## config.mk

```make
export PLATFORM = sky130hd
export DESIGN_NAME = databus_arbiter_mc
export DESIGN_NICKNAME = d
export VERILOG_FILES = /design/src/rtl/databus_arbiter_mc.sv
export SDC_FILE = /design/constraint.sdc
export NUM_CORES = 1
export LEC_CHECK = 0
export ABC_AREA = 1
export CAP_MARGIN = 20
export CORE_MARGIN = 5
export CORE_UTILIZATION = 25
export DETAILED_ROUTE_END_ITERATION = 8
export HOLD_SLACK_MARGIN = 0.1
export PLACE_DENSITY = 0.51
export SLEW_MARGIN = 5
export SYNTH_ARGS = -nofsm -noshare
export SYNTH_HDL_FRONTEND = slang
export SYNTH_SLANG_ARGS = --single-unit
```

## constraint.sdc

```tcl
create_clock -name sys_clk -period 7.15 [get_ports sys_clk]
set_input_delay 1.7875 -clock sys_clk [delete_from_list [all_inputs] [get_ports sys_clk]]
set_output_delay 1.7875 -clock sys_clk [all_outputs]
set_load 0.05 [all_outputs]
```

## src/rtl/databus_arbiter_mc.sv

```systemverilog
// databus_arbiter_mc: command decoder and sequencer for the serial-interface cache.
// Handles register writes and readbacks, chip-ID readback, EEPROM readback,
// EEPROM-to-cache bulk load and the EEPROM program handshake.
module databus_arbiter_mc #(
  parameter int          DATA_WIDTH  = 16,
  parameter int          NUM_REGS    = 4,
  parameter int          ADDR_WIDTH  = 4,
  parameter int          EEP_RD_LAT  = 2,
  parameter logic [15:0] CHIP_ID_REV = 16'hF002,
  localparam int         MSG_WIDTH   = 8 + 4 + ADDR_WIDTH + DATA_WIDTH + 2
) (
  input  logic                           sys_clk,
  input  logic                           porb,
  input  logic [MSG_WIDTH-1:0]           data_in,
  input  logic                           valid,
  input  logic                           en_rail_rail,
  input  logic [NUM_REGS*DATA_WIDTH-1:0] eeprom_cache,
  output logic [DATA_WIDTH-1:0]          data_out,
  output logic                           p2s_en,
  output logic                           read_eep,
  output logic                           pgm_eep,
  output logic                           eep_cycleb,
  output logic                           eep_clrb,
  output logic [NUM_REGS-1:0]            reg_ldb,
  output logic [NUM_REGS*DATA_WIDTH-1:0] cache_out,
  output logic                           busy,
  output logic                           cmd_err
);

  localparam int IDX_W = $clog2(NUM_REGS + 1);
  localparam int CNT_W = 4;
  localparam logic [DATA_WIDTH-1:0] CHIP_ID_W = DATA_WIDTH'(CHIP_ID_REV);

  localparam logic [2:0] IDLE     = 3'd0;
  localparam logic [2:0] HOLD     = 3'd1;
  localparam logic [2:0] EEP_WAIT = 3'd2;
  localparam logic [2:0] LOAD     = 3'd3;
  localparam logic [2:0] PGM_ARM  = 3'd4;
  localparam logic [2:0] PGM_RAIL = 3'd5;
  localparam logic [2:0] PGM_ON   = 3'd6;

  logic [2:0]            state;
  logic                  valid_q;
  logic [DATA_WIDTH-1:0] words [NUM_REGS];
  logic [CNT_W-1:0]      cnt_q;
  logic [ADDR_WIDTH-1:0] addr_q;
  logic [IDX_W-1:0]      idx_q;
  logic                  op_load;

  logic [3:0]            cmd_mode;
  logic [ADDR_WIDTH-1:0] cmd_addr;
  logic [DATA_WIDTH-1:0] cmd_data;
  logic                  cmd_parity;
  logic                  unused_fields;
  logic                  parity_ok;
  logic                  mode_ok;
  logic                  needs_addr;
  logic                  addr_ok;
  logic                  cmd_good;
  logic                  valid_rise;
  logic                  exit_now;
  logic [DATA_WIDTH-1:0] reg_rd_word;
  logic [DATA_WIDTH-1:0] eep_rd_word;
  logic [DATA_WIDTH-1:0] eep_ld_word;

  // Command word fields; the preamble and end bit carry no meaning here.
  assign cmd_data      = data_in[DATA_WIDTH+1:2];
  assign cmd_addr      = data_in[DATA_WIDTH+2 +: ADDR_WIDTH];
  assign cmd_mode      = data_in[DATA_WIDTH+ADDR_WIDTH+2 +: 4];
  assign cmd_parity    = data_in[1];
  assign unused_fields = ^{data_in[MSG_WIDTH-1 -: 8], data_in[0]};

  assign parity_ok  = ((^{cmd_mode, cmd_addr, cmd_data}) == cmd_parity);
  assign mode_ok    = (cmd_mode <= 4'd5);
  assign needs_addr = (cmd_mode == 4'd0) || (cmd_mode == 4'd2) || (cmd_mode == 4'd3);
  assign addr_ok    = (32'(cmd_addr) < NUM_REGS);
  assign cmd_good   = parity_ok && mode_ok && (!needs_addr || addr_ok);
  assign valid_rise = valid && !valid_q;

  // Every waiting state gives up as soon as the host drops valid; LOAD is exempt.
  assign exit_now = !valid && ((state == HOLD) || (state == EEP_WAIT) ||
                               (state == PGM_ARM) || (state == PGM_RAIL) ||
                               (state == PGM_ON));

  assign busy = (state != IDLE);

  // Word selection by address/index, written as compare loops so that an
  // out-of-range address simply selects nothing.
  always_comb begin
    reg_rd_word = '0;
    eep_rd_word = '0;
    eep_ld_word = '0;
    for (int i = 0; i < NUM_REGS; i++) begin
      if (cmd_addr == ADDR_WIDTH'(i)) reg_rd_word = words[i];
      if (addr_q == ADDR_WIDTH'(i))   eep_rd_word = eeprom_cache[i*DATA_WIDTH +: DATA_WIDTH];
      if (idx_q == IDX_W'(i))         eep_ld_word = eeprom_cache[i*DATA_WIDTH +: DATA_WIDTH];
    end
  end

  // Flatten the cache words onto the output bus, word i at slice i.
  always_comb begin
    cache_out = '0;
    for (int i = 0; i < NUM_REGS; i++) begin
      cache_out[i*DATA_WIDTH +: DATA_WIDTH] = words[i];
    end
  end

  // Main sequencer: command acceptance, FSM and all registered outputs.
  always_ff @(posedge sys_clk) begin
    if (!porb) begin
      state      <= IDLE;
      valid_q    <= 1'b0;
      data_out   <= '0;
      p2s_en     <= 1'b0;
      read_eep   <= 1'b0;
      pgm_eep    <= 1'b0;
      eep_cycleb <= 1'b1;
      eep_clrb   <= 1'b0;
      reg_ldb    <= '0;
      cmd_err    <= 1'b0;
      cnt_q      <= '0;
      addr_q     <= '0;
      idx_q      <= '0;
      op_load    <= 1'b0;
      for (int i = 0; i < NUM_REGS; i++) words[i] <= '0;
    end else begin
      valid_q  <= valid;
      eep_clrb <= ~pgm_eep;
      cmd_err  <= 1'b0;

      if (exit_now) begin
        state      <= IDLE;
        data_out   <= '0;
        p2s_en     <= 1'b0;
        read_eep   <= 1'b0;
        pgm_eep    <= 1'b0;
        eep_cycleb <= 1'b1;
      end else begin
        case (state)
          IDLE: begin
            if (valid_rise) begin
              if (!cmd_good) begin
                cmd_err <= 1'b1;
              end else begin
                addr_q <= cmd_addr;
                case (cmd_mode)
                  4'd0: begin
                    for (int i = 0; i < NUM_REGS; i++) begin
                      if (cmd_addr == ADDR_WIDTH'(i)) words[i] <= cmd_data;
                    end
                    state <= HOLD;
                  end
                  4'd1: begin
                    data_out <= CHIP_ID_W;
                    p2s_en   <= 1'b1;
                    state    <= HOLD;
                  end
                  4'd2: begin
                    data_out <= reg_rd_word;
                    p2s_en   <= 1'b1;
                    state    <= HOLD;
                  end
                  4'd3, 4'd4: begin
                    read_eep <= 1'b1;
                    cnt_q    <= CNT_W'(EEP_RD_LAT - 1);
                    op_load  <= (cmd_mode == 4'd4);
                    state    <= EEP_WAIT;
                  end
                  default: begin
                    eep_cycleb <= 1'b0;
                    data_out   <= '0;
                    state      <= PGM_ARM;
                  end
                endcase
              end
            end
          end

          HOLD: begin
            state <= HOLD;
          end

          EEP_WAIT: begin
            if (cnt_q == '0) begin
              if (op_load) begin
                words[0] <= eeprom_cache[DATA_WIDTH-1:0];
                data_out <= eeprom_cache[DATA_WIDTH-1:0];
                reg_ldb  <= NUM_REGS'(1);
                idx_q    <= IDX_W'(1);
                state    <= LOAD;
              end else begin
                data_out <= eep_rd_word;
                p2s_en   <= 1'b1;
                state    <= HOLD;
              end
            end else begin
              cnt_q <= cnt_q - 1'b1;
            end
          end

          LOAD: begin
            if (idx_q == IDX_W'(NUM_REGS)) begin
              reg_ldb  <= '0;
              data_out <= '0;
              read_eep <= 1'b0;
              state    <= IDLE;
            end else begin
              for (int i = 0; i < NUM_REGS; i++) begin
                if (idx_q == IDX_W'(i)) words[i] <= eep_ld_word;
                reg_ldb[i] <= (idx_q == IDX_W'(i));
              end
              data_out <= eep_ld_word;
              idx_q    <= idx_q + 1'b1;
            end
          end

          PGM_ARM: begin
            if (en_rail_rail) state <= PGM_RAIL;
          end

          PGM_RAIL: begin
            if (!en_rail_rail) begin
              pgm_eep <= 1'b1;
              state   <= PGM_ON;
            end
          end

          PGM_ON: begin
            state <= PGM_ON;
          end

          default: begin
            state <= IDLE;
          end
        endcase
      end

      if ((state != IDLE) && valid_rise) cmd_err <= 1'b1;
    end
  end

endmodule

```

==> results.md <==
* DRT iter0 DRCs at 705
* IO Port Bufs at 183
* CTS max path bufs at 2
* GPL Wtd Cong at 0.9141
* CP peak stage delay at 770 ps
* Synth cell types at 45
* Net count after synthesis at 1321
* Syn-to-layout area delta at 30.18%
* Final Power at 2.660 mW
* Arrival time worst endpoint at 4820 ps
* Top_reg_cell synth: edfxtp_1
* Post-Syn Area at 8088 µm²
* Diode count at 0
* Setup bufs post-CTS at 0
* Root buf cell: clkbuf_16
* Vias in the first global route at 8171
* Synth top cells by count: nand2_1, inv_1, nor2_1
* Leak Pwr at 4.756 nW
* Post-Route WL at 33.28 mm
* Clock Skew at 11.39 ps
* Clock Latency Late Sink at 370 ps
* Die area at 36050 µm²
* Post-synth EDFFs at 64
* Max-slew headroom at 32.10%
* Vias per cell at 4.907
* # setup viols final at 0
* Post-route DRC violation count at 0
* Leading area contributor after synthesis: edfxtp_1
* I/O pins at 193
* Pwr dens at 252.7 nW/µm²
* Die Y at 189.9 µm
* Fill count at 3465
* Min cycle time layout at 4828 ps
* Htree depth at 3
* Most common cell in the netlist: nand2_1
* Starting Density at 25.50%
* Synth area leaders: edfxtp_1, nand2_1, dfxtp_1
* Yosys warnings at 0
* Clk slew on worst S/H paths at 80 ps
* First-pass GRT wire length at 49.93 mm
* Crit end category: flip-flop
* Core Footprint at 31720 µm²
* Setup TNS Final at 0 ps
* CP Cell Sequence: clkdlybuf4s50_1 > inv_1 > ha_1 > nor2_1 > inv_1 > nand2_1 > nand2_1 > nand2_1 > nand2_1 > nand2_1 > nand2_1 > nand2_1 > nand2_1 > nand2_2 > nand4_2 > nand3_1
* Crit-path max FO at 17
* Avg Cell Area, Syn at 6.740 µm²
* GRT overflow at 0
* Number of antenna violations at the first check in global routing at 0
* Largest net degree at the start of global routing at 39
* Async S/R FF share, synth at 0%
* Worst-margin pin slew at 1015 ps
* Fmax at 0.2071 GHz
* Core Rows at 65
* Critical Path Start Type: input port
* All-layer global routing usage at 17.94%
* Tcrit/Tclk final at 67.53%
* Fin nets at 1470
* Synthesized flop and latch total at 106
* Critical path class: input port to flip-flop
* HP Class: flip-flop to flip-flop
* Post_cts resized at 0
* RSZ-0062 raised after global routing: no
* Post-synthesis sequential area ratio at 34.16%
* Data required time at the worst endpoint at 7140 ps
* Hold Fails Final Rpt at 0
* Hpwl dp at 26.72 mm
* Num CTS Buffers at 9
* Via count at 8616
* CP dominant cell by count: nand2_1
* DR WL/cell at 18.95 µm
* Die X at 189.9 µm
* Fin. max-slew vios at 0
* Share of layout cells above drive strength 1 at 6.204%
* Hold_buf cts at 0
* Clock Sinks at 106
* Pre-Repair DR Iteration Count at 6
* Slowest CP cell: nand3_1
* Cell count after synthesis at 1200
* Worst VDD drop at 107.8 µV
* Post-synth top area share at 23.76%
* Antenna Nets Post-Route at 0
* CTS tree: built
* Max Cap Viol at 0
* Status: completed
[cells in the final DEF (no fill, tap or decap), drive strengths merged]
cell,count
nand2,364
clkdlybuf4s50,183
inv,152
nor2,102
o21ai,94
a21oi,85
edfxtp,64
nand3,64
dfxtp,42
o21bai,33
o22ai,24
o211ai,24
ha,19
a22oi,18
or2,15
buf,13
nand4,10
clkbuf,10
nor3,9
o221ai,8
clkinv,6
xnor2,3
nand3b,3
o31ai,2
a21boi,1
a31oi,1
and3,1
or3b,1
a31o,1
o2111ai,1
a211oi,1
[sequential cells by signal, indices dropped and copies added (netlist names)]
register,cells
pgm_eep,1
words,64
data_out,16
reg_ldb,4
read_eep,1
addr_q,4
valid_q,1
cnt_q,4
eep_clrb,1
state,3
eep_cycleb,1
cmd_err,1
idx_q,3
p2s_en,1
op_load,1
[worst paths after layout]
path | start | endpoint | slack [ps] | cells past startpoint
worst min-delay path | eep_cycleb$_SDFFE_PP1P_ | eep_cycleb$_SDFFE_PP1P_ | 450 | 2
worst min register to register | eep_cycleb$_SDFFE_PP1P_ | eep_cycleb$_SDFFE_PP1P_ | 450 | 2
worst max register to register | idx_q[0]$_SDFFE_PN0P_ | data_out[6]$_SDFFE_PP0P_ | 3890 | 12
worst max-delay path | data_in[18] | words[2][11]$_DFFE_PP_ | 2320 | 16
[power breakdown]
| part | internal, mW | switching, mW | total (mW) |
|---|---|---|---|
| Clock | 0.243 | 0.254 | 0.497 |
| Combinational | 0.438 | 0.939 | 1.38 |
| Sequential | 0.728 | 0.0587 | 0.787 |
[critical path, delay by kind of cell]
kind,cells,cell delay [ps]
adders and majority gates,1,350
buffers and inverters,3,710
and+or+nand+nor,12,1950
[layer usage]
| layer | share of wire [%] | GRT usage, % | vias to the layer above |
|---|---|---|---|
| li1 | - | - | 4269 |
| met1 | 48 | 26.96 | 3957 |
| met2 | 42 | 26.48 | 363 |
| met3 | 8.4 | 3.229 | 27 |
| met4 | 1.6 | 4.508 | 0 |
| met5 | 0 | 0 | - |
[cell families (layout without fill, tap and decap cells)]
| kind of cell | Yosys count | after routing | share of synthesized area (%) |
|---|---|---|---|
| buffers and inverters | 210 | 364 | 10.60 |
| and+or+nand+nor | 569 | 569 | 29.90 |
| DFF | 106 | 106 | 34.16 |
| xor gates and xnor gates | 3 | 3 | 0.3249 |
| adders and majority gates | 19 | 19 | 2.939 |
| AOI/OAI and AO/OA | 293 | 293 | 22.08 |
[per-stage QoR]
| step | worst slack [ps] | util [%] | hold WS [ps] | cell area (µm²) | cells |
|---|---|---|---|---|---|
| floorplan | 2330 | - | 452.7 | 8088 | 1200 |
| global placement | 1919 | 32.31 | 430.6 | 10250 | 1740 |
| detailed placement | 1918 | 32.31 | 437.7 | 10250 | 1740 |
| CTS | 2299 | 33.20 | 451.9 | 10530 | 1756 |
| global route | 2003 | 33.20 | 480.2 | 10530 | 1756 |
| finish | 2322 | 33.20 | 451.2 | 10530 | 1756 |
[area by class of cell]
class	count	area [µm²]	area share [%]
Multi-Input combinational cell	884	4483	42.58
Sequential cell	106	2763	26.24
Clock buffer	10	229.0	2.175
Inverter	152	570.5	5.419
Clock inverter	6	51.30	0.4872
Tap cell	402	503.0	4.777
Timing Repair Buffer	196	1929	18.32
Power figures use the tool's default switching activity.
